$ cat src/rtl/uart_pkg.sv
// Shared definitions for the UART receive path: frame constants, FSM
// state encoding and the odd-parity helper.
package uart_pkg;

  localparam int DATA_BITS            = 8;
  localparam int DEFAULT_CLKS_PER_BIT = 434;  // 50 MHz / 115200 baud

  typedef enum logic [2:0] {
    ST_IDLE   = 3'd0,
    ST_START  = 3'd1,
    ST_DATA   = 3'd2,
    ST_PARITY = 3'd3,
    ST_STOP   = 3'd4,
    ST_BREAK  = 3'd5
  } rx_state_e;

  // Odd parity: the parity bit makes the total count of ones odd.
  function automatic logic odd_parity(input logic [DATA_BITS-1:0] data);
    return ~^data;
  endfunction

endpackage

$ cat src/rtl/uart_rx_sampler.sv
// Line front end: synchroniser, falling-edge detect, bit timer and the
// three-sample majority vote around the middle of each bit period.
module uart_rx_sampler #(
  parameter int CLKS_PER_BIT = 434,
  parameter int SYNC_STAGES  = 2
) (
  input  logic clk,
  input  logic rst_n,
  input  logic i_rx,        // raw asynchronous line
  input  logic i_clear,     // hold the bit timer at 0 (IDLE/BREAK)
  output logic o_rx_s,      // synchronised line
  output logic o_fall,      // rx_s went 1 -> 0 this cycle
  output logic o_bit_tick,  // vote is valid this cycle (cnt == MID+1)
  output logic o_bit_end,   // last cycle of the bit period
  output logic o_bit_val    // majority of the three mid-bit samples
);

  localparam int CNT_W = $clog2(CLKS_PER_BIT);
  localparam int MID_I = CLKS_PER_BIT / 2;
  localparam logic [CNT_W-1:0] MID_M1 = CNT_W'(MID_I - 1);
  localparam logic [CNT_W-1:0] MID_C  = CNT_W'(MID_I);
  localparam logic [CNT_W-1:0] MID_P1 = CNT_W'(MID_I + 1);
  localparam logic [CNT_W-1:0] LAST   = CNT_W'(CLKS_PER_BIT - 1);

  logic [SYNC_STAGES-1:0] r_sync;
  logic                   r_prev;
  logic [CNT_W-1:0]       r_cnt;
  logic                   r_s0;
  logic                   r_s1;
  logic                   w_rx_s;

  assign w_rx_s = r_sync[SYNC_STAGES-1];

  // Synchroniser and previous-value flop; reset to the idle level (1).
  always_ff @(posedge clk or negedge rst_n) begin
    if (!rst_n) begin
      r_sync <= {SYNC_STAGES{1'b1}};
      r_prev <= 1'b1;
    end else begin
      r_sync <= {r_sync[SYNC_STAGES-2:0], i_rx};
      r_prev <= w_rx_s;
    end
  end

  // Bit timer: free-runs 0..CLKS_PER_BIT-1 unless held clear by the FSM.
  always_ff @(posedge clk or negedge rst_n) begin
    if (!rst_n) begin
      r_cnt <= '0;
    end else if (i_clear || (r_cnt == LAST)) begin
      r_cnt <= '0;
    end else begin
      r_cnt <= r_cnt + 1'b1;
    end
  end

  // Capture the first two of the three mid-bit samples.
  always_ff @(posedge clk or negedge rst_n) begin
    if (!rst_n) begin
      r_s0 <= 1'b1;
      r_s1 <= 1'b1;
    end else if (!i_clear) begin
      if (r_cnt == MID_M1) r_s0 <= w_rx_s;
      if (r_cnt == MID_C)  r_s1 <= w_rx_s;
    end
  end

  assign o_rx_s     = w_rx_s;
  assign o_fall     = r_prev & ~w_rx_s;
  assign o_bit_tick = ~i_clear & (r_cnt == MID_P1);
  assign o_bit_end  = ~i_clear & (r_cnt == LAST);
  assign o_bit_val  = (r_s0 & r_s1) | (r_s0 & w_rx_s) | (r_s1 & w_rx_s);

endmodule

$ cat src/rtl/uart_rx_frame.sv
// UART frame receiver: 1 start, 8 data LSB first, odd parity, stop bit(s).
// Received bytes are held in a valid/ready output register.
// Handshake: a byte transfers on a cycle where rx_valid & rx_ready are both
// high; rx_valid stays high and rx_data/parity_err/frame_err stay stable
// until that transfer happens, and a new delivery overwrites (overrun_err).
module uart_rx_frame
  import uart_pkg::*;
#(
  parameter int CLKS_PER_BIT = DEFAULT_CLKS_PER_BIT,
  parameter int SYNC_STAGES  = 2
) (
  input  logic                 clk,
  input  logic                 rst_n,
  input  logic                 rs422_rx,
  output logic [DATA_BITS-1:0] rx_data,
  output logic                 rx_valid,
  input  logic                 rx_ready,
  output logic                 parity_err,
  output logic                 frame_err,
  output logic                 overrun_err,
  output logic                 busy
);

  rx_state_e            r_state;
  rx_state_e            w_next;
  logic [2:0]           r_idx;
  logic [DATA_BITS-1:0] r_shift;
  logic                 r_perr;
  logic                 r_deliver;
  logic                 r_stop_vote;
  logic [DATA_BITS-1:0] r_rx_data;
  logic                 r_rx_valid;
  logic                 r_pe;
  logic                 r_fe;
  logic                 r_ov;

  logic w_rx_s;
  logic w_fall;
  logic w_bit_tick;
  logic w_bit_end;
  logic w_bit_val;
  logic w_clear;
  logic w_handshake;

  // The timer only runs while a frame is being decoded.
  assign w_clear     = (r_state == ST_IDLE) || (r_state == ST_BREAK);
  assign w_handshake = r_rx_valid & rx_ready;

  uart_rx_sampler #(
    .CLKS_PER_BIT (CLKS_PER_BIT),
    .SYNC_STAGES  (SYNC_STAGES)
  ) u_sampler (
    .clk        (clk),
    .rst_n      (rst_n),
    .i_rx       (rs422_rx),
    .i_clear    (w_clear),
    .o_rx_s     (w_rx_s),
    .o_fall     (w_fall),
    .o_bit_tick (w_bit_tick),
    .o_bit_end  (w_bit_end),
    .o_bit_val  (w_bit_val)
  );

  // FSM state register.
  always_ff @(posedge clk or negedge rst_n) begin
    if (!rst_n) r_state <= ST_IDLE;
    else        r_state <= w_next;
  end

  // Next-state logic; STOP leaves at the vote so back-to-back frames fit.
  always_comb begin
    w_next = r_state;
    case (r_state)
      ST_IDLE:   if (w_fall) w_next = ST_START;
      ST_START: begin
        if (w_bit_tick && w_bit_val) w_next = ST_IDLE;  // start glitch
        else if (w_bit_end)          w_next = ST_DATA;
      end
      ST_DATA:   if (w_bit_end && (r_idx == 3'(DATA_BITS - 1))) w_next = ST_PARITY;
      ST_PARITY: if (w_bit_end) w_next = ST_STOP;
      ST_STOP:   if (w_bit_tick) w_next = w_bit_val ? ST_IDLE : ST_BREAK;
      ST_BREAK:  if (w_rx_s) w_next = ST_IDLE;
      default:   w_next = ST_IDLE;
    endcase
  end

  // Frame datapath: shift register, bit index, parity flag, delivery strobe.
  always_ff @(posedge clk or negedge rst_n) begin
    if (!rst_n) begin
      r_idx       <= '0;
      r_shift     <= '0;
      r_perr      <= 1'b0;
      r_deliver   <= 1'b0;
      r_stop_vote <= 1'b1;
    end else begin
      r_deliver <= (r_state == ST_STOP) && w_bit_tick;
      if (r_state == ST_START) begin
        r_idx <= '0;
      end else if ((r_state == ST_DATA) && w_bit_end) begin
        r_idx <= r_idx + 1'b1;
      end
      if (w_bit_tick) begin
        case (r_state)
          ST_DATA:   r_shift     <= {w_bit_val, r_shift[DATA_BITS-1:1]};
          ST_PARITY: r_perr      <= (w_bit_val != odd_parity(r_shift));
          ST_STOP:   r_stop_vote <= w_bit_val;
          default:   ;
        endcase
      end
    end
  end

  // Output holding register; a delivery takes priority over a handshake.
  always_ff @(posedge clk or negedge rst_n) begin
    if (!rst_n) begin
      r_rx_data  <= '0;
      r_rx_valid <= 1'b0;
      r_pe       <= 1'b0;
      r_fe       <= 1'b0;
      r_ov       <= 1'b0;
    end else if (r_deliver) begin
      r_rx_data  <= r_shift;
      r_rx_valid <= 1'b1;
      r_pe       <= r_perr;
      r_fe       <= ~r_stop_vote;
      r_ov       <= r_rx_valid & ~rx_ready;
    end else if (w_handshake) begin
      r_rx_valid <= 1'b0;
      r_pe       <= 1'b0;
      r_fe       <= 1'b0;
      r_ov       <= 1'b0;
    end
  end

  assign rx_data     = r_rx_data;
  assign rx_valid    = r_rx_valid;
  assign parity_err  = r_pe;
  assign frame_err   = r_fe;
  assign overrun_err = r_ov;
  assign busy        = (r_state != ST_IDLE);

endmodule

$ cat config.mk
export PLATFORM = sky130hd
export DESIGN_NAME = uart_rx_frame
export DESIGN_NICKNAME = d
export VERILOG_FILES = /design/src/rtl/uart_pkg.sv /design/src/rtl/uart_rx_sampler.sv /design/src/rtl/uart_rx_frame.sv
export SDC_FILE = /design/constraint.sdc
export NUM_CORES = 1
export LEC_CHECK = 0
export ABC_AREA = 0
export ABC_CLOCK_PERIOD_IN_PS = 2350
export BUFFER_PORTS_ARGS = -buffer_cell sky130_fd_sc_hd__buf_2
export CAP_MARGIN = 20
export CORE_MARGIN = 5
export CORE_UTILIZATION = 25
export DETAILED_ROUTE_END_ITERATION = 12
export HOLD_SLACK_MARGIN = 0.08
export PLACE_DENSITY = 0.44
export SETUP_SLACK_MARGIN = 0.2
export SLEW_MARGIN = 10
export SYNTH_ARGS = -nofsm -noshare
export SYNTH_HDL_FRONTEND = slang
export SYNTH_SLANG_ARGS = --single-unit
$ cat constraint.sdc
create_clock -name clk -period 2.35 [get_ports clk]
set_clock_uncertainty 0.15 [all_clocks]
set_input_delay 0.5875 -clock clk [delete_from_list [all_inputs] [get_ports clk]]
set_output_delay 0.5875 -clock clk [all_outputs]
set_load 0.03 [all_outputs]
==> metrics, run 1 <==
Fin Setup TNS=0 ps; Crit path required time=1610 ps; drt drc=0; Post-Route WL=3780 microns; met1 wire length=1870 microns; CTS root buffer=clkbuf_8; WP buf/inv=1; layout cells sized above 1=26.7%; Netlist cell types=50; Initial Utilization=25.4%; clock sinks=43; Antenna diodes=0; TritonCTS clock tree=done; Primary FF master, synth=dfrtp_1; first-pass GRT wire length=6570 microns; post-route cell area=2360 sq um; Vias/cell=4.32; Die X=101 microns; Hold WS=99.9 ps; power per cell area=664 nW/um^2; register area share after synthesis=~52%; part of the cycle the worst path needs=85.2%; largest net degree at the start of global routing=24; most common cell after layout, fill and taps aside=dfrtp_1; CTS clk-pin slew, worst paths=80 ps; # port buffers=16; most frequent cells in the layout=dfrtp_1, buf_2, nor2_1, xnor2_1, mux2_2; worst-skew pair later-pin latency=290 ps; number of global-route vias before repair=1336; Antenna Nets Post-Route=0; Avg Cell Area, Syn=between 10 and 15 sq um; total track usage=slightly above 8%; Async S/R FF share, synth=100%; cell breakdown of the critical path=nor2_1 > nand2_1 > buf_2; leak pwr=1.14 nW; met3 wire len=between 150 and 200 microns; Setup CP Type=reg2out; Util after Layout=between 20% and 30%; RSZ-0062 raised after global routing=false; Synth area leader=dfrtp_1; Slew Viols, Final=0; Rel. slew slack=62.8%; Peak Freq=500 MHz; DIE AREA=10200 sq um; CP Capture Type=primary output; DR pass1 iterations=3; Ys Warns=0; HP Class=in2async; Final WS setup=approximately 350 ps; Final Hold Vio Count=0; gr ovfl total=0; Post-Syn Nets=180; Worst path slowest cell=dfrtp_2; pre-CTS setup slack=395 ps; Critical Path Max Stage Delay=510 ps; WL/cell=12.8 microns; cts-stage hold buffer count=0; Mapped Cells=170; met2 WL=1680 microns; max-cap violations=0; CTS Buf Count=5; Die Height=101 microns; DP Area=2280 sq um; GPL Wtd Cong=0.727; clk buf depth=2; number of synthesized flops with an enable pin=0; Core Area=between 8000 and 9000 sq um; status=completed; startpoint types=register; area grow syn2layout=14.4%; register bit count reported by yosys=43; Detailed Place HPWL=2670 microns; H-tree depth=2; Yosys top cell area share=44.8%; nets=200; CP top delay family=flip-flops; largest cells by area after synthesis=dfrtp_1, dfstp_2, mux2_2; Top Layer Used=met4; Final setup violation count=0; initial antenna violation count=0; arrival time worst endpoint=1260 ps; final critical-path required period=roughly 2000 ps; Ports=17; Slew @ Worst Pin=approximately 560 ps; Starting DRT DRC Count=65; via count=~1300; Rows=33; worst-path fanout max=14; Peak VDD IR=0.000403 V; Synth Cell Area=2070 sq um
==> Yosys cell counts (3+ instances only) <==
| cell type | n |
|---|---|
| xor2_1 | 3 |
| nand2_1 | 9 |
| o2bb2ai_1 | 3 |
| xnor2_1 | 10 |
| and2_1 | 3 |
| mux2_2 | 10 |
| dfrtp_1 | 37 |
| ha_1 | 6 |
| and3_1 | 3 |
| mux2_4 | 3 |
| inv_1 | 8 |
| dfstp_2 | 6 |
| nand3_1 | 6 |
| nor2_1 | 14 |
| o21ai_0 | 3 |
| mux2_1 | 7 |
==> layer usage <==
layer  up-vias  GRT usage, %
li1        641             -
met1       611          10.9
met2        19          12.5
met3         8          2.35
met4         0          2.76
met5         -             0
==> metrics by stage <==
step | power, mW | instances
after CTS | 1.60 | 296
after floorplan | 1.05 | 170
after global placement | 1.13 | 288
after global routing | 1.67 | 296
after detailed placement | 1.13 | 288
final | 1.57 | 296
==> path summary, 6_finish.rpt <==
path / startpoint / depth (start not counted) / slack (ps) / endpoint
min in group clk: u_sampler.r_sync[0] / 0 / 210 / u_sampler.r_sync[1]
min reg2reg: u_sampler.r_sync[0] / 0 / 210 / u_sampler.r_sync[1]
max: r_state[0] / 3 / 350 / busy
min: rst_n / 1 / 100 / rx_data[3]
max reg2reg: u_sampler.r_cnt[1] / 6 / 370 / r_state[0]
max in group asynchronous: rst_n / 2 / 1370 / u_sampler.r_prev
==> state kept, by name, indices dropped and copies added (netlist names), 2 cells and up <==
name / count
r_shift: 8
rx_data: 8
u_sampler.r_sync: 2
r_state: 3
r_idx: 3
u_sampler.r_cnt: 9
==> what timing repair did <==
action                     CTS  global route
setup endpoints to repair    0             1
gates resized for setup      0             1
buffers inserted             0             0
==> kinds of logic (layout without fill, tap and decap cells) <==
family	count (synthesis)	count (layout)	share of synthesized area, %
simple gates	49	49	13.4
flops	43	43	52.5
compound gates	22	22	8.18
mux	22	22	12.4
xor+xnor	14	14	6.60
buf+inv	13	34	2.79
fa+ha+maj	7	7	4.18
==> where the power goes <==
part,total (mW),switching (mW),leakage [nW],internal (mW)
logic,0.224,0.116,0.546,0.108
registers,0.889,0.0913,0.556,0.798
clock network,0.456,0.249,0.0412,0.208
==> worst register-to-register path, cell delays in order (launching register included) <==
cell       delay (ps)
dfrtp_1           430
inv_1             100
ha_1              170
nand4bb_1         220
or2_1             300
a32o_1            260
a221o_1           250
==> layout make-up <==
class	count	area [sq um]
timing repair buffer	18	108
multi-input combinational	114	925
inverter	8	30.0
tap	105	131
clock inverter	2	12.5
sequential	43	1080
fill	840	5770
clock buffer	6	72.6
Power figures use the tool's default switching activity.
==> run 2, diff against run 1 <==
--- a/config.mk
+++ b/config.mk
@@ -11,6 +11,7 @@
 export CAP_MARGIN = 20
 export CORE_MARGIN = 5
 export CORE_UTILIZATION = 25
+export CTS_BUF_LIST = sky130_fd_sc_hd__clkbuf_4 sky130_fd_sc_hd__clkbuf_8
 export DETAILED_ROUTE_END_ITERATION = 12
 export HOLD_SLACK_MARGIN = 0.08
 export PLACE_DENSITY = 0.44
==> metrics, run 2 (same netlist as run 1, synthesis figures left out) <==
status=completed; arrival time worst endpoint=between 1000 and 1500 ps; RSZ-0062 raised after global routing=false; CTS root buffer=clkbuf_8; worst-path fanout max=14; Die Height=approximately 100 microns; max-cap violations=0; CTS Buf Count=5; Final setup violation count=0; Core Area=between 8000 and 9000 sq um; clk buf depth=2; Slew Viols, Final=0; Setup CP Type=reg2out; Fin Setup TNS=0 ps; power per cell area=668 nW/um^2; Util after Layout=29.1%; Slew @ Worst Pin=555 ps; max FFs per register=9; initial antenna violation count=0; leak pwr=between 1 and 1.5 nW; Ports=17; part of the cycle the worst path needs=85.2%; Antenna diodes=0; GPL Wtd Cong=0.727; area grow syn2layout=14.6%; Vias/cell=4.32; Inst Count DP=288; drt drc=0; setup bufs post-CTS=0; total track usage=between 8 and 9%; Post-Route WL=between 3000 and 4000 microns; H-tree depth=2; largest net degree at the start of global routing=24; Biggest register=u_sampler.r_cnt; via count=between 1000 and 1500; first-pass GRT wire length=between 6000 and 7000 microns; gr ovfl total=0; Antenna Nets Post-Route=0; clock sinks=43; # port buffers=16; Die X=101 microns; layout cells sized above 1=27.2%; DR pass1 iterations=3; CTS clk-pin slew, worst paths=80 ps; most frequent cells in the layout=dfrtp_1, buf_2, nor2_1, xnor2_1, mux2_2; number of global-route vias before repair=~1300; most common cell after layout, fill and taps aside=dfrtp_1; Crit path required time=around 1600 ps; Initial Utilization=25.4%; Rel. slew slack=63.0%; CP Capture Type=primary output; final critical-path required period=around 2000 ps; Final Hold Vio Count=0; HP Class=in2async; Layout fillers=840; nets=200; Starting DRT DRC Count=65; Rows=33; DIE AREA=10200 sq um; WL/cell=about 13 microns; Detailed Place HPWL=~2700 microns; Peak Freq=500 MHz; TritonCTS clock tree=done; Non-Filler Instances=slightly below 300; Peak VDD IR=0.000406 V; worst-skew pair later-pin latency=290 ps; startpoint types=register
## run 2: cell counts in the layout (fill, tap and decap cells not counted)
No cell type changed its count.
## run 2: area by class of cell
class	count	area [sq um]	share of cell area (%)
flip-flops and latches	43	1080	45.8
multi-input cells	114	925	39.1
well taps	105	131	5.55
repair buffers	18	108	4.55
clock buffers	6	76.3	3.22
inverters	8	30.0	1.27
clock inverters	2	12.5	0.529
## run 2: path summary, 6_finish.rpt
| check | from | endpoint | slack (ps) | cells after the start |
|---|---|---|---|---|
| setup / recovery | r_state[0] | busy | 350 | 3 |
| hold / removal | rst_n | rx_data[3] | 100 | 1 |
| setup reg to reg | u_sampler.r_cnt[1] | r_state[0] | 370 | 6 |
| hold reg to reg | u_sampler.r_sync[0] | u_sampler.r_sync[1] | 210 | 0 |
| max in group asynchronous | rst_n | u_sampler.r_prev | 1370 | 2 |
| min in group clk | u_sampler.r_sync[0] | u_sampler.r_sync[1] | 210 | 0 |
## run 2: timing repair
action | in CTS | in global routing
gates resized for setup | 0 | 1
hold buffers | 0 | 0
endpoints found under the setup margin | 0 | 1
endpoints found under the hold margin | 0 | 0
## run 2: worst max-delay path, cell delays in order (launching register included)
cell and delay (ps):
dfrtp_2 510, nor2_1 190, nand2_1 90, buf_2 180
## run 2: stage by stage
stage               hold slack, ps  power [mW]  cell area [sq um]  worst slack (ps)
floorplan                      142        1.05               2070               552
global placement               198        1.13               2280               447
detailed placement             201        1.13               2280               395
CTS                            115        1.61               2370               246
global route                   130        1.68               2370               256
finish                        99.7        1.58               2370               349
## run 2: per-layer routing
layer | share of wire, % | up-vias | track usage (%) | wire length, microns
li1 | - | 641 | - | -
met2 | 44 | 19 | 12.5 | 1680
met3 | 4.6 | 8 | 2.35 | 174
met5 | 0 | - | 0 | 0
met4 | 1.5 | 0 | 2.76 | 55
met1 | 50 | 611 | 10.9 | 1880
## run 2: where the power goes
part | leakage (nW) | switching, mW | internal (mW) | total [mW]
sequential | 0.556 | 0.0913 | 0.798 | 0.889
combinational | 0.546 | 0.116 | 0.108 | 0.224
clock | 0.0446 | 0.249 | 0.219 | 0.468
